`src/rtl/pc_unit_pkg.sv`:
```
// Shared fetch/control constants for the program counter unit.
// Also holds the next-PC source encoding and its priority resolver.
package pc_unit_pkg;

  localparam int          PC_WIDTH     = 16;
  localparam int          PC_STEP      = 2;
  localparam logic [15:0] PC_RESET_VEC = 16'h0000;
  localparam logic [15:0] PC_EXC_VEC   = 16'h0002;
  localparam int          PC_RAS_DEPTH = 4;

  typedef enum logic [2:0] {
    SRC_INC    = 3'd0,
    SRC_HOLD   = 3'd1,
    SRC_TARGET = 3'd2,
    SRC_EXC    = 3'd3,
    SRC_EPC    = 3'd4,
    SRC_RAS    = 3'd5
  } pc_src_e;

  // Priority: exc > rti > redirect > stall > pop > increment.
  // A pop that finds the stack empty falls back to the increment.
  function automatic pc_src_e pick_src(input logic exc, input logic rti,
                                       input logic redirect, input logic stall,
                                       input logic pop, input logic ras_empty);
    pc_src_e src;
    src = SRC_INC;
    if (exc)                    src = SRC_EXC;
    else if (rti)               src = SRC_EPC;
    else if (redirect)          src = SRC_TARGET;
    else if (stall)             src = SRC_HOLD;
    else if (pop && !ras_empty) src = SRC_RAS;
    return src;
  endfunction

endpackage

```
`src/rtl/pc_dff.sv`:
```
// Single-bit flop with asynchronous active-high reset to a per-instance value.
module pc_dff #(
  parameter logic RST_VAL = 1'b0
) (
  input  logic clk,
  input  logic rst,
  input  logic d,
  output logic q
);

  always_ff @(posedge clk or posedge rst) begin
    if (rst) q <= RST_VAL;
    else     q <= d;
  end

endmodule

```
`src/rtl/pc_ras.sv`:
```
// Return-address stack: circular buffer with write pointer and occupancy count.
// Pushing when full overwrites the oldest entry; misuse sets a sticky error.
module pc_ras
  import pc_unit_pkg::*;
#(
  parameter int WIDTH = PC_WIDTH,
  parameter int DEPTH = PC_RAS_DEPTH
) (
  input  logic             clk,
  input  logic             rst,
  input  logic             i_push,
  input  logic             i_pop,
  input  logic [WIDTH-1:0] i_data,
  output logic [WIDTH-1:0] o_top,
  output logic             o_empty,
  output logic             o_full,
  output logic             o_err
);

  localparam int PW = $clog2(DEPTH);
  localparam int CW = $clog2(DEPTH + 1);

  logic [WIDTH-1:0] r_mem [DEPTH];
  logic [PW-1:0]    r_wptr;
  logic [CW-1:0]    r_count;
  logic             r_err;

  logic [PW-1:0]    w_top_idx;
  logic             w_do_pop;
  logic             w_ovf;
  logic             w_unf;

  // r_wptr names the next free slot, so the newest entry sits one below it.
  assign w_top_idx = r_wptr - 1'b1;
  assign o_top     = r_mem[w_top_idx];
  assign o_empty   = (r_count == '0);
  assign o_full    = (r_count == CW'(DEPTH));
  assign o_err     = r_err;

  assign w_do_pop  = i_pop && !i_push && !o_empty;
  assign w_ovf     = i_push && o_full;
  assign w_unf     = i_pop && !i_push && o_empty;

  always_ff @(posedge clk) begin
    if (i_push) r_mem[r_wptr] <= i_data;
  end

  always_ff @(posedge clk or posedge rst) begin
    if (rst) begin
      r_wptr  <= '0;
      r_count <= '0;
      r_err   <= 1'b0;
    end else begin
      if (i_push) begin
        r_wptr <= r_wptr + 1'b1;
        if (!o_full) r_count <= r_count + 1'b1;
      end else if (w_do_pop) begin
        r_wptr  <= r_wptr - 1'b1;
        r_count <= r_count - 1'b1;
      end
      if (w_ovf || w_unf) r_err <= 1'b1;
    end
  end

endmodule

```
`src/rtl/pc_unit.sv`:
```
// Program counter with exception save/restore and a call/return stack.
// pc and epc are flop arrays; next-PC is a priority-resolved mux.
module pc_unit
  import pc_unit_pkg::*;
#(
  parameter int               WIDTH     = PC_WIDTH,
  parameter int               STEP      = PC_STEP,
  parameter logic [WIDTH-1:0] RESET_VEC = WIDTH'(PC_RESET_VEC),
  parameter logic [WIDTH-1:0] EXC_VEC   = WIDTH'(PC_EXC_VEC),
  parameter int               RAS_DEPTH = PC_RAS_DEPTH
) (
  input  logic             clk,
  input  logic             rst,
  input  logic             stall,
  input  logic             redirect,
  input  logic [WIDTH-1:0] target,
  input  logic             push,
  input  logic             pop,
  input  logic             exc,
  input  logic             rti,
  output logic [WIDTH-1:0] pc,
  output logic [WIDTH-1:0] pc_inc,
  output logic [WIDTH-1:0] epc,
  output logic             ras_empty,
  output logic             ras_full,
  output logic             ras_err
);

  pc_src_e          w_src;
  logic [WIDTH-1:0] w_pc_d;
  logic [WIDTH-1:0] w_epc_d;
  logic [WIDTH-1:0] w_ras_top;
  logic             w_ras_push;
  logic             w_ras_pop;

  assign pc_inc = pc + WIDTH'(STEP);
  assign w_src  = pick_src(exc, rti, redirect, stall, pop, ras_empty);

  // Push rides only on a winning redirect; pop only when nothing above it wins.
  assign w_ras_push = redirect && push && !exc && !rti;
  assign w_ras_pop  = pop && !exc && !rti && !redirect && !stall;

  always_comb begin
    w_pc_d = pc_inc;
    case (w_src)
      SRC_EXC:    w_pc_d = EXC_VEC;
      SRC_EPC:    w_pc_d = epc;
      SRC_TARGET: w_pc_d = target;
      SRC_HOLD:   w_pc_d = pc;
      SRC_RAS:    w_pc_d = w_ras_top;
      default:    w_pc_d = pc_inc;
    endcase
  end

  assign w_epc_d = exc ? pc : epc;

  for (genvar i = 0; i < WIDTH; i++) begin : g_regs
    pc_dff #(.RST_VAL(RESET_VEC[i])) u_pc_bit (
      .clk (clk),
      .rst (rst),
      .d   (w_pc_d[i]),
      .q   (pc[i])
    );
    pc_dff #(.RST_VAL(1'b0)) u_epc_bit (
      .clk (clk),
      .rst (rst),
      .d   (w_epc_d[i]),
      .q   (epc[i])
    );
  end

  pc_ras #(.WIDTH(WIDTH), .DEPTH(RAS_DEPTH)) u_ras (
    .clk     (clk),
    .rst     (rst),
    .i_push  (w_ras_push),
    .i_pop   (w_ras_pop),
    .i_data  (pc_inc),
    .o_top   (w_ras_top),
    .o_empty (ras_empty),
    .o_full  (ras_full),
    .o_err   (ras_err)
  );

endmodule

```
`config.mk`:
```
export PLATFORM = sky130hd
export DESIGN_NAME = pc_unit
export DESIGN_NICKNAME = d
export VERILOG_FILES = /design/src/rtl/pc_unit_pkg.sv /design/src/rtl/pc_dff.sv /design/src/rtl/pc_ras.sv /design/src/rtl/pc_unit.sv
export SDC_FILE = /design/constraint.sdc
export NUM_CORES = 1
export LEC_CHECK = 0
export ABC_CLOCK_PERIOD_IN_PS = 7090
export BUFFER_PORTS_ARGS = -buffer_cell sky130_fd_sc_hd__buf_2
export CORE_MARGIN = 2
export CORE_UTILIZATION = 55
export CTS_CLUSTER_SIZE = 12
export DETAILED_ROUTE_END_ITERATION = 8
export MAX_ROUTING_LAYER = met4
export PLACE_DENSITY = 0.78
export SYNTH_ARGS = -nofsm -noshare
export SYNTH_HDL_FRONTEND = slang
export SYNTH_SLANG_ARGS = --single-unit
```
`constraint.sdc`:
```
create_clock -name clk -period 7.09 [get_ports clk]
set_input_delay 0.709 -clock clk [delete_from_list [all_inputs] [get_ports clk]]
set_output_delay 0.709 -clock clk [all_outputs]
set_load 0.02 [all_outputs]
```
# Word level (Yosys, flattened, before mapping)
# Memories as Yosys holds them, arrays and structs flattened.
# Index checks and enable logic that the tools add are counted.
# W data, S select, Z words.
[op_classes] reduce_logical=22 eq_ne=7 muxes=13 addsub=5
[ops] op="$pmux W16 S5" count=1
[ops] op="$mux W3" count=8
[ops] op="$add A16 B2 Y16 const B" count=1
[ops] op="$logic_and A1 B1 Y1" count=12
[ops] op="$eq A3 B3 Y1 const B" count=3
[ops] op="$eq A3 B2 Y1 const B" count=2
[ops] op="$logic_not A1 Y1" count=6
[ops] op="$mux W2" count=2
[ops] op="$add A3 B1 Y3 const B" count=1
[ops] op="$eq A3 B1 Y1 const B" count=1
[ops] op="$logic_not A3 Y1" count=1
[ops] op="$sub A3 B1 Y3 const B" count=1
[ops] op="$add A2 B1 Y2 const B" count=1
[ops] op="$mux W1" count=2
[ops] op="$ne A2 B2 Y1 const B" count=1
[ops] op="$reduce_and A2 Y1" count=1
[ops] op="$reduce_bool A2 Y1" count=1
[ops] op="$sub A2 B1 Y2 const B" count=1
[ops] op="$logic_or A1 B1 Y1" count=1
[word_totals] ramBits=64 wordCells=83 mem_count=1 output_inout_bits=51 inputBits=24 regBits=38
[memory_table] name="u_ras.r_mem" words=4 word_bits=16 read_ports=1 rd_ports_with_merged_regs=0 wr=1 line="pc_ras.sv:23" source="logic [WIDTH-1:0] r_mem [DEPTH];"

# Longest topological paths before layout
[logic_depth] ltp_word=10 mapped_depth=10 mapped_depth_nobuf=8

# Modules after synthesis
# From an unflattened synthesis, not the netlist that was laid out.
[unflattened] cells_unflattened=371 hier_area_um2=4822.1
[by_module_without_submodules] mod="pc_ras" n_inst=1 seq_area_each_um2=2072.0 area_each_um2=2766.4 cells_per_inst=134
[by_module_without_submodules] mod="pc_unit" n_inst=1 seq_area_each_um2=0.0 area_each_um2=1134.8 cells_per_inst=173
[by_module_without_submodules] mod="pc_dff" n_inst=32 seq_area_each_um2=25.0 area_each_um2=28.8 cells_per_inst=2

# Least setup slack after synthesis
# No wires, ideal clock.
[synth_timing] path_kind="register to output" from="register g_regs[1].u_pc_bit.q" to="output pc_inc[15]" t_required_ps=6381 setup_slack_ps=4545 stages_incl_launch_ff=5 n_path_buf=0 t_arrival_ps=1836 path_cell_list="dfrtp_1 -> ha_1 -> nand3_2 -> nor4_1 -> xor2_1"
[synth_via] elab_chain_cells=1
[synth_rtl] item="from (decl)" line="pc_dff.sv:8" source="output logic q"
[synth_rtl] item="from (signal assigned)" line="pc_dff.sv:12" source="if (rst) q <= RST_VAL;"
[synth_rtl] item="from (signal assigned)" line="pc_dff.sv:13" source="else q <= d;"
[synth_rtl] item="$add A16 B2 Y16" line="pc_unit.sv:36" source="assign pc_inc = pc + WIDTH'(STEP);"
[synth_rtl] item="to (decl)" line="pc_unit.sv:22" source="output logic [WIDTH-1:0] pc_inc,"
# No other way between the ends.

# Worst setup path in the final report
[layout_timing] from="register g_regs[1].u_pc_bit.q" to="output pc_inc[13]"
# Same word-level chain as after synthesis.

==> flow_summary_export.csv <==
group,metric,value,unit
run_status,status,"completed",
timing,setup_slack,3.58,ns
placement,placed_cell_area,0.00540,mm^2
yosys,avgSynthCellArea,12.6,um^2
worst_setup_path,cp_slowest_cell,"dfrtp_1",
global_routing,antenna_found_initial,0,
worst_setup_path,r2r_slack,3.81,ns
detailed_routing,drt_iter0_markers,206,
clock_network,cts-resized-gates,0,
die,core.rowCount,35,
run,maxCapViolCount,0,
clock_network,htree_levels,3,
worst_setup_path,timing.rr.start,"u_ras.r_wptr[0]",
pwr,leakagePower,2.18,nW
die,initial_core_util,56.8,%
clock_network,clockBufferDepth,2,
finish,area_growth,6.75,%
timing,clock_skew,0.0143,ns
timing,min_period,3.51,ns
clock_network,post-cts-setup-buffer-count,0,
die,core,0.00924,mm^2
timing,finalHoldViolCount,0,
worst_setup_path,startpoint_type,"flip-flop",
global_routing,grt_max_degree,39,
worst_setup_path,cp.buffers_inverters,1,
timing,setup_viol,0,
clock_network,cts.sinks,102,
yosys,synth_seq_area_share,54.8,%
die,die_area,0.0103,mm^2
global_routing,first_global_vias,3308,
finish,fin_area,0.00560,mm^2
detailed_routing,wl_per_cell,20.3,um
placement,post-place-ws,3.78,ns
yosys,synth_area_leaders,"edfxtp_1 (37%), dfrtp_1 (18%), buf_4 (4.9%)",
placement,place.gp.congestion,0.881,
yosys,synthArstFlopShare,37.3,%
yosys,yosysWarnings,0,
worst_setup_path,critical_path_arrival,2.80,ns
timing,tightestPinTransition,0.994,ns
worst_hold_path,min_path_type,"primary input to asynchronous set/reset pin",
yosys,synth_seq_cells,102,
finish,final_common_cell,"buf_2",
placement,port_buffers,74,
worst_setup_path,cpPeakStageDelay,0.55,ns
worst_setup_path,end_kind,"primary output",
die,boundaryPins,75,
clock_network,clockRootBuffer,"clkbuf_8",
pwr,p_per_area,306,mW/mm^2
die,die_x,102,um
global_routing,gr-total-overflow,0,
clock_network,cts_made_buffers,9,
timing,max-slew-margin-rel,33.7,%
worst_setup_path,path_class,"flip-flop to primary output",
clock_network,holdBufCountCts,0,
clock_network,cts_tree,"done",
worst_setup_path,rr_worst_depth,6,
yosys,synth_cells,415,
detailed_routing,wl,11600,um
timing,fin_setup_tns,0,ns
global_routing,grt_pass1_wl,18300,um
detailed_routing,viasPerCell,6.16,
pwr,peakVddDrop,0.106,mV
finish,diodes,0,
yosys,synth.net_count,445,
pwr,power,1.71,mW
worst_setup_path,worst_path_dominant_cell_family,"simple AND/OR/NAND/NOR gates",
finish,final_cell_mix,"buf_2 (74), edfxtp_1 (64), dfrtp_1 (38), nand2_1 (35), mux2_2 (17)",
worst_setup_path,path_cells,"ha_1, nand3_2, nor4_1, xor2_1, buf_2",
placement,dp_hpwl,7900,um
timing,fmax,285,MHz
finish,drive_above_1_share,28.2,%
yosys,synth_cell_types,60,
detailed_routing,vias,3529,
yosys,synth_top_cell_area_share,36.6,%
clock_network,clk_pin_slew,0.10,ns
die,die_y,102,um
detailed_routing,drc,0,
clock_network,clock_latency,0.37,ns
worst_setup_path,timing.rr.end,"g_regs[1].u_pc_bit.q",
timing,maxSlewViolCount,0,
detailed_routing,dr.pass1.iters,4,
timing,fin_crit_sh,49.6,%
yosys,synth-main-ff-cell,"edfxtp_1",
yosys,synth-edff-count,64,
yosys,yosys.area.top_type,"edfxtp_1",
worst_setup_path,critPathLaunch,"g_regs[1].u_pc_bit.q",
global_routing,grt.total_usage,24.2,%
timing,grt_setup_unrepaired,"no",
worst_setup_path,cp.required,6.38,ns
worst_setup_path,worstPathMaxFanout,9,
finish,nNetsFinal,469,
detailed_routing,drtAntennaViolNets,0,
yosys,syn_area,0.00524,mm^2
-- through the flow --
stage          utilization, %  hold slack, ns  cells
2_1_floorplan               -           0.496    415
3_3_place_gp             58.4           0.470    557
3_5_place_dp             58.4           0.487    557
4_1_cts                  60.6           0.465    573
5_1_grt                  60.6           0.510    573
6_report                 60.6           0.446    573
-- cell usage after synthesis, types with 6 or more instances --
cell	number
mux4_1	6
nand3_1	8
edfxtp_1	64
nand2_1	35
a211oi_1	6
xor2_1	6
o22ai_1	6
buf_4	34
nand4_1	9
o21ai_0	14
xnor2_1	12
mux4_2	10
buf_2	14
a21oi_1	7
clkbuf_1	9
nor2_1	11
nor4_1	9
mux2_2	17
dfrtp_1	38
inv_1	11
-- registers in the layout, summed over array words and instances (netlist names) --
name / cells
g_regs.u_epc_bit.q: 16
u_ras.o_err: 1
u_ras.r_wptr: 2
u_ras.r_count: 3
u_ras.r_mem: 64
g_regs.u_pc_bit.q: 16
-- cell type report --
cell class | instances | area (um^2)
flip-flops and latches | 102 | 2870
fillers | 732 | 3640
inverters | 14 | 52.6
clock buffers | 10 | 128
repair buffers | 76 | 385
well taps | 129 | 161
clock inverters | 6 | 70.1
multi-input cells | 236 | 1930
-- routing by layer --
metal,share of wire [%],wire length [um],vias to the layer above,global-route usage [%]
li1,-,-,1591,-
met1,44,5070,1731,35.9
met2,47,5450,193,34.4
met3,8.3,966,14,3.45
met4,1.3,148,0,8.52
met5,0,0,-,-
-- worst reg2reg max path, cell delays in order (launching register included) --
cell	delay, ns
dfrtp_1	1.01
inv_1	0.22
ha_1	0.81
mux4_2	0.44
a2111oi_4	0.32
a22oi_2	0.08
o221a_1	0.27
-- kinds of logic after synthesis --
group           synth area share [%]
xor+xnor                        3.01
flops                           54.8
fa+ha+maj                       1.57
buf+inv                         8.45
compound gates                  11.0
mux                             11.1
simple gates                    10.1
-- worst max-delay path by stage --
stage                                      end  slack, ns  depth (start not counted)
after floorplan                     pc_inc[15]       4.54                          4
after CTS                           pc_inc[15]       3.58                          5
after global placement    g_regs[1].u_pc_bit.q       3.87                          6
final                               pc_inc[13]       3.58                          5
after detailed placement  g_regs[1].u_pc_bit.q       3.78                          6
after global routing                pc_inc[15]       3.38                          5
-- power breakdown --
group / internal, mW / switching (mW)
Combinational: 0.232 / 0.299
Sequential: 0.707 / 0.102
Clock: 0.166 / 0.205
No activity file was read; power rests on OpenSTA's default activity.
